[src/rtl/cache_pkg.sv]
`default_nettype none
// ---------------------------------------------------------------------------
// cache_pkg : shared types and width helpers for the L1 line-fill engine
// Rev 1.0
// ---------------------------------------------------------------------------
package cache_pkg;

   typedef enum logic [1:0] {
      IDLE  = 2'd0,
      WRITE = 2'd1,
      READ  = 2'd2,
      FILL  = 2'd3
   } fill_state_e;

   function automatic int off_width(input int words_per_line);
      return $clog2(words_per_line);
   endfunction

   function automatic int byte_width(input int data_w);
      return $clog2(data_w / 8);
   endfunction

   function automatic int line_width(input int words_per_line, input int data_w);
      return words_per_line * data_w;
   endfunction

endpackage
`default_nettype wire

[src/rtl/cache_line_fill_engine_if.sv]
`default_nettype none
// ---------------------------------------------------------------------------
// cache_line_fill_engine_if : miss, L2 and fill-port bundle of the fill engine
// Rev 1.0
// ---------------------------------------------------------------------------
interface cache_line_fill_engine_if #(
   parameter int ADDR_W         = 32,
   parameter int DATA_W         = 32,
   parameter int WORDS_PER_LINE = 8,
   parameter int TAG_W          = 18
);
   logic                             miss_valid;
   logic                             miss_is_wr;
   logic [ADDR_W-1:0]                miss_addr;
   logic [DATA_W-1:0]                miss_wr_data;
   logic                             miss_ready;
   logic                             l2_req_valid;
   logic                             l2_req_ready;
   logic                             l2_req_we;
   logic [ADDR_W-1:0]                l2_req_addr;
   logic [DATA_W-1:0]                l2_req_wdata;
   logic                             l2_rsp_valid;
   logic [DATA_W-1:0]                l2_rsp_data;
   logic                             fill_valid;
   logic [WORDS_PER_LINE*DATA_W-1:0] fill_data;
   logic [TAG_W:0]                   fill_tag_vld;
   logic [ADDR_W-1:0]                fill_addr;
   logic                             busy;

   // master is the engine itself; slave is the L1 controller / L2 arbiter side
   modport master (
      input  miss_valid, miss_is_wr, miss_addr, miss_wr_data,
      input  l2_req_ready, l2_rsp_valid, l2_rsp_data,
      output miss_ready, l2_req_valid, l2_req_we, l2_req_addr, l2_req_wdata,
      output fill_valid, fill_data, fill_tag_vld, fill_addr, busy
   );

   modport slave (
      output miss_valid, miss_is_wr, miss_addr, miss_wr_data,
      output l2_req_ready, l2_rsp_valid, l2_rsp_data,
      input  miss_ready, l2_req_valid, l2_req_we, l2_req_addr, l2_req_wdata,
      input  fill_valid, fill_data, fill_tag_vld, fill_addr, busy
   );

endinterface
`default_nettype wire

[src/rtl/cache_line_fill_engine_line_fill_buffer.sv]
`default_nettype none
// ---------------------------------------------------------------------------
// line_fill_buffer : line register array with store-word merge and flat read-out
// Rev 1.0
// ---------------------------------------------------------------------------
module line_fill_buffer
   import cache_pkg::*;
#(
   parameter int DATA_W         = 32,
   parameter int WORDS_PER_LINE = 8,
   parameter int IDX_W          = 3
) (
   input  logic                             clk,
   input  logic                             rst_n,
   input  logic                             wr_en,
   input  logic [IDX_W-1:0]                 wr_idx,
   input  logic [DATA_W-1:0]                rsp_data,
   input  logic                             merge_en,
   input  logic [DATA_W-1:0]                merge_data,
   output logic [WORDS_PER_LINE*DATA_W-1:0] line
);
   logic [DATA_W-1:0] r_mem [WORDS_PER_LINE];
   logic [DATA_W-1:0] w_wr_word;

   // the pending store word takes precedence over stale L2 data in its slot
   assign w_wr_word = merge_en ? merge_data : rsp_data;

   always_ff @(posedge clk) begin
      if (!rst_n) begin
         for (int i = 0; i < WORDS_PER_LINE; i++) begin
            r_mem[i] <= '0;
         end
      end else if (wr_en) begin
         r_mem[wr_idx] <= w_wr_word;
      end
   end

   generate
      for (genvar g = 0; g < WORDS_PER_LINE; g++) begin : g_flat
         assign line[g*DATA_W +: DATA_W] = r_mem[g];
      end
   endgenerate

endmodule
`default_nettype wire

[src/rtl/cache_line_fill_engine.sv]
`default_nettype none
// ---------------------------------------------------------------------------
// cache_line_fill_engine : L1 miss handler with write-through, wrapped line fetch and fill pulse
// Rev 1.0
// ---------------------------------------------------------------------------
module cache_line_fill_engine
   import cache_pkg::*;
#(
   parameter int ADDR_W          = 32,
   parameter int DATA_W          = 32,
   parameter int WORDS_PER_LINE  = 8,
   parameter int TAG_W           = 18,
   parameter int CRIT_WORD_FIRST = 1
) (
   input  logic                     clk,
   input  logic                     rst_n,
   cache_line_fill_engine_if.master bus
);
   localparam int c_OFF_W  = off_width(WORDS_PER_LINE);
   localparam int c_BYTE_W = byte_width(DATA_W);
   localparam int c_CNT_W  = c_OFF_W + 1;
   localparam logic [c_CNT_W-1:0] c_WORDS     = c_CNT_W'(WORDS_PER_LINE);
   localparam logic [c_CNT_W-1:0] c_LAST      = c_CNT_W'(WORDS_PER_LINE - 1);
   localparam logic [ADDR_W-1:0]  c_LINE_MASK = {ADDR_W{1'b1}} << (c_OFF_W + c_BYTE_W);

   fill_state_e          r_state;
   logic [ADDR_W-1:0]    r_line_addr;
   logic [c_OFF_W-1:0]   r_off;
   logic [c_OFF_W-1:0]   r_start;
   logic                 r_is_wr;
   logic [DATA_W-1:0]    r_wr_data;
   logic [c_CNT_W-1:0]   r_issue_cnt;
   logic [c_CNT_W-1:0]   r_rsp_cnt;
   logic                 r_req_valid;
   logic                 r_req_we;
   logic [ADDR_W-1:0]    r_req_addr;
   logic [DATA_W-1:0]    r_req_wdata;
   logic                 r_fill_valid;

   logic                 w_accept;
   logic                 w_grant;
   logic                 w_rsp_take;
   logic                 w_merge;
   logic [ADDR_W-1:0]    w_miss_line;
   logic [c_OFF_W-1:0]   w_miss_off;
   logic [c_OFF_W-1:0]   w_miss_start;
   logic [c_CNT_W-1:0]   w_issue_nxt;
   logic [c_OFF_W-1:0]   w_issue_idx;
   logic [c_OFF_W-1:0]   w_rsp_idx;
   logic [WORDS_PER_LINE*DATA_W-1:0] w_line;

   function automatic logic [ADDR_W-1:0] word_addr(input logic [ADDR_W-1:0] line_addr,
                                                   input logic [c_OFF_W-1:0] idx);
      logic [ADDR_W-1:0] a;
      a = line_addr;
      a[c_BYTE_W +: c_OFF_W] = idx;
      return a;
   endfunction

   assign w_accept     = bus.miss_valid && (r_state == IDLE);
   assign w_grant      = r_req_valid && bus.l2_req_ready;
   assign w_rsp_take   = (r_state == READ) && bus.l2_rsp_valid;
   assign w_miss_line  = bus.miss_addr & c_LINE_MASK;
   assign w_miss_off   = bus.miss_addr[c_BYTE_W +: c_OFF_W];
   assign w_miss_start = (CRIT_WORD_FIRST != 0) ? w_miss_off : '0;
   assign w_issue_nxt  = r_issue_cnt + c_CNT_W'(1);
   // slot indices wrap naturally by truncating to the offset width
   assign w_issue_idx  = r_start + w_issue_nxt[c_OFF_W-1:0];
   assign w_rsp_idx    = r_start + r_rsp_cnt[c_OFF_W-1:0];
   assign w_merge      = r_is_wr && (w_rsp_idx == r_off);

   always_ff @(posedge clk) begin
      if (!rst_n) begin
         r_state      <= IDLE;
         r_line_addr  <= '0;
         r_off        <= '0;
         r_start      <= '0;
         r_is_wr      <= 1'b0;
         r_wr_data    <= '0;
         r_issue_cnt  <= '0;
         r_rsp_cnt    <= '0;
         r_req_valid  <= 1'b0;
         r_req_we     <= 1'b0;
         r_req_addr   <= '0;
         r_req_wdata  <= '0;
         r_fill_valid <= 1'b0;
      end else begin
         case (r_state)
            IDLE: begin
               if (w_accept) begin
                  r_line_addr <= w_miss_line;
                  r_off       <= w_miss_off;
                  r_start     <= w_miss_start;
                  r_is_wr     <= bus.miss_is_wr;
                  r_wr_data   <= bus.miss_wr_data;
                  r_issue_cnt <= '0;
                  r_rsp_cnt   <= '0;
                  r_req_valid <= 1'b1;
                  if (bus.miss_is_wr) begin
                     r_state     <= WRITE;
                     r_req_we    <= 1'b1;
                     r_req_addr  <= word_addr(w_miss_line, w_miss_off);
                     r_req_wdata <= bus.miss_wr_data;
                  end else begin
                     r_state     <= READ;
                     r_req_we    <= 1'b0;
                     r_req_addr  <= word_addr(w_miss_line, w_miss_start);
                  end
               end
            end
            WRITE: begin
               if (w_grant) begin
                  r_state     <= READ;
                  r_req_we    <= 1'b0;
                  r_req_wdata <= '0;
                  r_req_addr  <= word_addr(r_line_addr, r_start);
               end
            end
            READ: begin
               if (w_grant) begin
                  r_issue_cnt <= w_issue_nxt;
                  if (w_issue_nxt == c_WORDS) begin
                     r_req_valid <= 1'b0;
                  end else begin
                     r_req_addr  <= word_addr(r_line_addr, w_issue_idx);
                  end
               end
               if (w_rsp_take) begin
                  r_rsp_cnt <= r_rsp_cnt + c_CNT_W'(1);
                  if (r_rsp_cnt == c_LAST) begin
                     r_state      <= FILL;
                     r_fill_valid <= 1'b1;
                     r_req_valid  <= 1'b0;
                  end
               end
            end
            FILL: begin
               r_fill_valid <= 1'b0;
               r_state      <= IDLE;
            end
            default: begin
               r_state <= IDLE;
            end
         endcase
      end
   end

   line_fill_buffer #(
      .DATA_W         (DATA_W),
      .WORDS_PER_LINE (WORDS_PER_LINE),
      .IDX_W          (c_OFF_W)
   ) u_line_fill_buffer (
      .clk        (clk),
      .rst_n      (rst_n),
      .wr_en      (w_rsp_take),
      .wr_idx     (w_rsp_idx),
      .rsp_data   (bus.l2_rsp_data),
      .merge_en   (w_merge),
      .merge_data (r_wr_data),
      .line       (w_line)
   );

   assign bus.miss_ready   = (r_state == IDLE);
   assign bus.busy         = (r_state != IDLE);
   assign bus.l2_req_valid = r_req_valid;
   assign bus.l2_req_we    = r_req_we;
   assign bus.l2_req_addr  = r_req_addr;
   assign bus.l2_req_wdata = r_req_wdata;
   assign bus.fill_valid   = r_fill_valid;
   assign bus.fill_data    = w_line;
   assign bus.fill_tag_vld = {1'b1, r_line_addr[ADDR_W-1 -: TAG_W]};
   assign bus.fill_addr    = r_line_addr;

endmodule
`default_nettype wire

[src/flat_wrapper.sv]
// flat-port wrapper written by rule: the top's interface ports become plain ports
module cache_line_fill_engine_flat import cache_pkg::*;
#(
   parameter int ADDR_W          = 32,
   parameter int DATA_W          = 32,
   parameter int WORDS_PER_LINE  = 8,
   parameter int TAG_W           = 18,
   parameter int CRIT_WORD_FIRST = 1
)
  (clk, rst_n, bus_miss_valid, bus_miss_is_wr, bus_miss_addr, bus_miss_wr_data, bus_l2_req_ready, bus_l2_rsp_valid, bus_l2_rsp_data, bus_miss_ready, bus_l2_req_valid, bus_l2_req_we, bus_l2_req_addr, bus_l2_req_wdata, bus_fill_valid, bus_fill_data, bus_fill_tag_vld, bus_fill_addr, bus_busy);
  cache_line_fill_engine_if #(.ADDR_W(ADDR_W), .DATA_W(DATA_W), .WORDS_PER_LINE(WORDS_PER_LINE), .TAG_W(TAG_W)) bus_i ();
  input  logic clk;
  input  logic rst_n;
  input wire logic [$bits(bus_i.miss_valid)-1:0] bus_miss_valid;
  input wire logic [$bits(bus_i.miss_is_wr)-1:0] bus_miss_is_wr;
  input wire logic [$bits(bus_i.miss_addr)-1:0] bus_miss_addr;
  input wire logic [$bits(bus_i.miss_wr_data)-1:0] bus_miss_wr_data;
  input wire logic [$bits(bus_i.l2_req_ready)-1:0] bus_l2_req_ready;
  input wire logic [$bits(bus_i.l2_rsp_valid)-1:0] bus_l2_rsp_valid;
  input wire logic [$bits(bus_i.l2_rsp_data)-1:0] bus_l2_rsp_data;
  output wire logic [$bits(bus_i.miss_ready)-1:0] bus_miss_ready;
  output wire logic [$bits(bus_i.l2_req_valid)-1:0] bus_l2_req_valid;
  output wire logic [$bits(bus_i.l2_req_we)-1:0] bus_l2_req_we;
  output wire logic [$bits(bus_i.l2_req_addr)-1:0] bus_l2_req_addr;
  output wire logic [$bits(bus_i.l2_req_wdata)-1:0] bus_l2_req_wdata;
  output wire logic [$bits(bus_i.fill_valid)-1:0] bus_fill_valid;
  output wire logic [$bits(bus_i.fill_data)-1:0] bus_fill_data;
  output wire logic [$bits(bus_i.fill_tag_vld)-1:0] bus_fill_tag_vld;
  output wire logic [$bits(bus_i.fill_addr)-1:0] bus_fill_addr;
  output wire logic [$bits(bus_i.busy)-1:0] bus_busy;
  assign bus_i.miss_valid = bus_miss_valid;
  assign bus_i.miss_is_wr = bus_miss_is_wr;
  assign bus_i.miss_addr = bus_miss_addr;
  assign bus_i.miss_wr_data = bus_miss_wr_data;
  assign bus_i.l2_req_ready = bus_l2_req_ready;
  assign bus_i.l2_rsp_valid = bus_l2_rsp_valid;
  assign bus_i.l2_rsp_data = bus_l2_rsp_data;
  assign bus_miss_ready = bus_i.miss_ready;
  assign bus_l2_req_valid = bus_i.l2_req_valid;
  assign bus_l2_req_we = bus_i.l2_req_we;
  assign bus_l2_req_addr = bus_i.l2_req_addr;
  assign bus_l2_req_wdata = bus_i.l2_req_wdata;
  assign bus_fill_valid = bus_i.fill_valid;
  assign bus_fill_data = bus_i.fill_data;
  assign bus_fill_tag_vld = bus_i.fill_tag_vld;
  assign bus_fill_addr = bus_i.fill_addr;
  assign bus_busy = bus_i.busy;
  cache_line_fill_engine #(.ADDR_W(ADDR_W), .DATA_W(DATA_W), .WORDS_PER_LINE(WORDS_PER_LINE), .TAG_W(TAG_W), .CRIT_WORD_FIRST(CRIT_WORD_FIRST)) u_core (.clk(clk), .rst_n(rst_n), .bus(bus_i));
endmodule
[config.mk]
export PLATFORM = sky130hd
export DESIGN_NAME = cache_line_fill_engine_flat
export DESIGN_NICKNAME = d
export VERILOG_FILES = /design/src/rtl/cache_pkg.sv /design/src/rtl/cache_line_fill_engine_if.sv /design/src/rtl/cache_line_fill_engine_line_fill_buffer.sv /design/src/rtl/cache_line_fill_engine.sv /design/src/flat_wrapper.sv
export SDC_FILE = /design/constraint.sdc
export NUM_CORES = 1
export LEC_CHECK = 0
export ABC_AREA = 1
export CORE_MARGIN = 5
export CORE_UTILIZATION = 30
export DETAILED_ROUTE_END_ITERATION = 12
export GPL_ROUTABILITY_DRIVEN = 0
export GPL_TIMING_DRIVEN = 0
export HOLD_SLACK_MARGIN = 0.08
export SKIP_LAST_GASP = 1
export SLEW_MARGIN = 20
export SYNTH_ARGS = -nofsm -noshare
export SYNTH_HDL_FRONTEND = slang
export SYNTH_SLANG_ARGS = --single-unit
[constraint.sdc]
create_clock -name clk -period 4 [get_ports clk]
set_input_delay 0.6 -clock clk [delete_from_list [all_inputs] [get_ports clk]]
set_output_delay 0.6 -clock clk [all_outputs]
set_load 0.05 [all_outputs]
# --- After elaboration in Yosys (flattened, before gate mapping) ---
# Memories as Yosys holds them, arrays and structs flattened.
# Cells that the tools add are included.
word_totals:
  n_memories: 1
  in_bits: 102
  reg_bits: 140
  out_inout_bits: 376
  mem_bits_rw: 256
  elab_cells: 91
memory_table:
  columns: ["name", "words", "word_bits", "rd", "rd_ports_with_merged_regs", "write_ports", "line_no", "text"]
  rows:
  - ["u_core.u_line_fill_buffer.r_mem", 8, 32, 8, 0, 8, "cache_line_fill_engine_line_fill_buffer.sv:22", "logic [DATA_W-1:0] r_mem [WORDS_PER_LINE];"]
op_classes:
  addsub: 4
  n_reduce_logical: 20
  n_eq_ne: 13
  mux: 41
ops:
  columns: ["op", "count"]
  rows:
  - ["32-bit two-way mux", 9]
  - ["32-bit case mux with 3 select lines", 1]
  - ["32-bit case mux with 2 select lines", 1]
  - ["32-bit OR reduction", 1]
  - ["4-bit case mux with 2 select lines", 2]
  - ["1-bit two-way mux", 15]
  - ["4-bit two-way mux", 3]
  - ["3-bit AND reduction", 4]
  - ["2-bit two-way mux", 5]
  - ["4-bit by 1-bit adder with 4-bit output (second input constant)", 2]
  - ["2-bit != test (second input constant)", 4]
  - ["2-bit case mux with 4 select lines", 1]
  - ["4-bit AND reduction", 2]
  - ["2-bit nonzero test", 4]
  - ["3-bit adder", 2]
  - ["2-bit by 1-bit != test with 1-bit output (second input constant)", 3]
  - ["1-bit case mux with 2 select lines", 3]
  - ["5-bit AND reduction", 1]
  - ["2-bit == test (second input constant)", 2]
  - ["4-bit by 3-bit == test with 1-bit output (second input constant)", 1]
  - ["4-bit == test (second input constant)", 1]
  - ["1-bit logical AND", 4]
  - ["2-bit AND reduction", 2]
  - ["3-bit == test", 1]
  - ["other kinds (4)", 4]

# --- Depth between registers and ports, before layout ---
logic_depth:
  word_depth: 7
  mapped_depth: 13

# --- By module ---
# Synthesis repeated with hierarchy kept, for this count alone.
unflattened:
  cells_unflattened: 1555
  area_unflattened_um2: 15658.8
by_module_without_submodules:
  columns: ["module", "instances", "area_each_um2", "cells_per_inst"]
  rows:
  - ["line_fill_buffer", 1, 9606.7, 732]
  - ["cache_line_fill_engine", 1, 6052.1, 823]

# --- Worst setup path after synthesis ---
# Ideal clock, no wire load.
synth_timing:
  path_type: "register to register"
  start: "register u_core.r_start[0]"
  end: "memory u_core.u_line_fill_buffer.r_mem[0][0], enable pin"
  synth_period_minus_slack_ps: 2925
  slack_ps: 1075
  t_arrival_ps: 2535
  stages_incl_launch_ff: 11
  setup_time_ps: 389
  path_cell_list: "dfxtp_1 > ha_1 > fa_1 > xor2_1 > or2_1 > nand2_1 > inv_2 > nor2_4 > nand2_2 > buf_2 > nand2_1"
synth_rtl:
  columns: ["item", "line_no", "text"]
  rows:
  - ["start, declared", "cache_line_fill_engine.sv:29", "logic [c_OFF_W-1:0] r_start;"]
  - ["start signal, assigned", "cache_line_fill_engine.sv:93", "r_start <= w_miss_start;"]
  - ["end, declared", "cache_line_fill_engine_line_fill_buffer.sv:22", null]

==> results.json <==
{
  "cp_slowest_cell": "fa_1",
  "drv_cap": 0,
  "rrSetupSlack_ns": 0.86,
  "grt_pass1_wl_mm": 82.1,
  "syn_area_sq_um": 15300,
  "hold_start": "u_core.bus.l2_req_wdata[20]",
  "synth_compound_area_share_pct": 7.95,
  "nFillCells": 4808,
  "slowest_delay_ns": 0.44,
  "period_share_pct": 78.6,
  "synth.most_common_cell": "nor2_1",
  "fin_nets": 2119,
  "gr-total-overflow": 0,
  "synthSimpleGateAreaFrac_pct": 17.4,
  "wire_per_inst_um": 20.7,
  "ys_types": 31,
  "ys_seq_elements": 394,
  "grt_pass1_vias": 12700,
  "finalMaxSlewViolations": 0,
  "outcome": "finished clean",
  "cts_sinks": 394,
  "cp_max_fo": 25,
  "drt-initial-drc-count": 809,
  "r2r_start": "u_core.r_start[0]",
  "dp_hpwl_mm": 44.3,
  "synth_fa_ha_area_share_pct": 0.915,
  "cts_root_buf": "clkbuf_16",
  "post-cts-setup-buffers": 0,
  "period_needed_ns": 3.14,
  "syn_area_per_cell_sq_um": 10.3,
  "drt_first_pass_iters": 5,
  "crit_buf_inv": 2,
  "finalSetupTns_ns": 0,
  "fmaxAchievable_mhz": 318,
  "cts_tree": "yes",
  "hold_class": "reg2reg",
  "worstSkewPairLatency_ns": 0.57,
  "cp-start-kind": "register",
  "slew_headroom_pct": 39.1,
  "fin_hold_ws_ns": 0.468,
  "ir_drop_uv": 412,
  "grtUsageTotal_pct": 19.3,
  "postCtsHoldBufs": 0,
  "synth_top_cell_area_share_pct": 50.2,
  "initial_core_util_pct": 30.4,
  "htreeDepth": 2,
  "antenna_found_initial": 8,
  "cpLargestDelayFamily": "simple AND/OR/NAND/NOR gates",
  "critPathRequiredTime_ns": 4.31,
  "die_y_um": 236,
  "clk_pin_slew_worst_paths_ns": 0.06,
  "leakage_nw": 8.47,
  "worst_path_most_repeated_cell": "nand2_1",
  "layout.cells.non_filler": 2715,
  "crit_start": "u_core.r_start[0]",
  "synth_top_family_by_area": "simple AND/OR/NAND/NOR gates",
  "ios": 478,
  "endpoint_kind": "register",
  "fp-row-count": 82,
  "synthMuxAreaShare_pct": 0,
  "dp.cells": 2634,
  "synth-seq-area-share_pct": 68.2,
  "synth_edf_count": 256,
  "postSynth.asyncResetShare_pct": 0,
  "die_area_sq_um": 55700,
  "vias_per_cell": 4.64,
  "crit_type": "reg2reg",
  "routed_wl_mm": 56.1,
  "cts_buffer_depth": 3,
  "grt_max_degree": 27,
  "io_buffer_count": 466,
  "finalSetupViolCount": 0,
  "finClkSkew_ns": 0.0187,
  "p_per_area_nw_per_um2": 631,
  "synthCells": 1482,
  "area_growth_pct": 46.2,
  "synth_xor_area_share_pct": 0.114,
  "cp_data_arrival_time_ns": 3.45,
  "worstMarginPinSlew_ns": 0.913,
  "crit_chain": "ha_1 > fa_1 > xor2_1 > or2_1 > nand2_1 > nor2_1 > nand2_1 > buf_2 > nand2_2 > buf_12",
  "drive_gt1_share_pct": 9.66,
  "die_w_um": 236,
  "drc": 0,
  "synthFlopType": "edfxtp_1",
  "hold_viol": 0,
  "cts_resized": 0,
  "rsz0062_at_grt": "no",
  "synth_common_cells": "455 x nor2_1, 256 x edfxtp_1, 175 x nand2_1, 138 x dfxtp_1, 129 x o21ai_0",
  "cts_buffers": 43,
  "synth_area_leader_cell": "edfxtp_1",
  "antenna_left": 0,
  "ys_warn_count": 0,
  "via_count": 12600,
  "core-area_sq_um": 50400,
  "synthTopCellsByArea": "edfxtp_1 50%, dfxtp_1 18%, nor2_1 11%, nand2_1 4.3%, o21ai_0 4.2%"
}
## through the flow
stage / utilization, % / total power, W / area, sq um / setup WS, ns
floorplan: - / 0.00850 / 15300 / 1.08
global placement: 41.4 / 0.0103 / 20800 / 0.0184
detailed placement: 41.8 / 0.0104 / 21000 / 0.677
CTS: 44.4 / 0.0143 / 22400 / 0.837
global route: 44.5 / 0.0148 / 22400 / 0.712
finish: 44.5 / 0.0141 / 22400 / 0.857
## cells in the final DEF, fill, tap and decap left out, types with 3 or more instances in the layout
master	instances
clkdlybuf4s50_1	466
nor2_1	455
edfxtp_1	256
nand2_1	167
dfxtp_1	138
o21ai_0	129
inv_1	54
clkbuf_1	52
a21oi_1	50
clkbuf_16	44
nand3_1	38
buf_2	36
buf_4	33
o21ai_2	32
nand2_2	14
inv_2	8
ha_1	8
conb_1	8
buf_12	6
clkinv_2	5
clkinv_1	4
diode_2	3
nor3_1	3
clkinvlp_4	3
clkbuf_8	3
## path summary, 6_finish.rpt
| path | endpoint | cells after the start |
|---|---|---|
| min | u_core.bus.l2_req_wdata[20] | 2 |
| max reg2reg | u_core.u_line_fill_buffer.r_mem[5][20] | 10 |
| min reg2reg | u_core.bus.l2_req_wdata[20] | 2 |
| max | u_core.u_line_fill_buffer.r_mem[5][20] | 10 |
## worst min-delay path, cell delays in order, from the launching register on
cell and delay, ns:
dfxtp_1 0.31, nand2_1 0.06, a21oi_1 0.05
## cell families (layout without fill, tap and decap cells)
logic type,Yosys count,after routing
AND/OR/NAND/NOR,685,685
flip-flops,394,394
AO/OA/AOI/OAI,217,217
buffers and inverters,172,724
adder cells (fa/ha/maj),10,10
other,2,11
XOR/XNOR,2,2
## metal layers
metal / track usage [%] / wire length, um
met5: 0 / 60
met4: 3.98 / 952
met3: 6.34 / 5060
met2: 33.4 / 27400
met1: 23.6 / 22700
## state kept, by name (all words and copies together), names as in the netlist
name,cells
u_core.bus.l2_req_addr,30
u_core.bus.fill_valid,1
u_core.bus.l2_req_valid,1
u_core.r_is_wr,1
u_core.bus.l2_req_we,1
u_core.r_state,2
u_core.r_start,3
u_core.bus.l2_req_wdata,32
u_core.r_issue_cnt,4
u_core.bus.fill_addr,27
u_core.u_line_fill_buffer.r_mem,256
u_core.r_wr_data,32
u_core.r_rsp_cnt,4
## final cells by class
| cell class | instances | area, sq um | share of cell area [%] |
|---|---|---|---|
| clock inverter | 17 | 155 | 0.693 |
| tap | 672 | 841 | 3.75 |
| sequential | 394 | 10500 | 46.7 |
| buffer | 109 | 578 | 2.58 |
| multi-input combinational | 922 | 4090 | 18.3 |
| clock buffer | 61 | 1190 | 5.34 |
| antenna | 3 | 7.51 | 0.0335 |
| inverter | 63 | 236 | 1.06 |
| timing repair buffer | 474 | 4840 | 21.6 |
## power breakdown
part | total (W) | switching, W | internal [W]
Clock | 0.00382 | 0.00165 | 0.00217
Combinational | 0.00508 | 0.00358 | 0.00150
Sequential | 0.00522 | 0.000364 | 0.00486
Total | 0.0141 | 0.00559 | 0.00853
(Power assumes the default switching activity.)
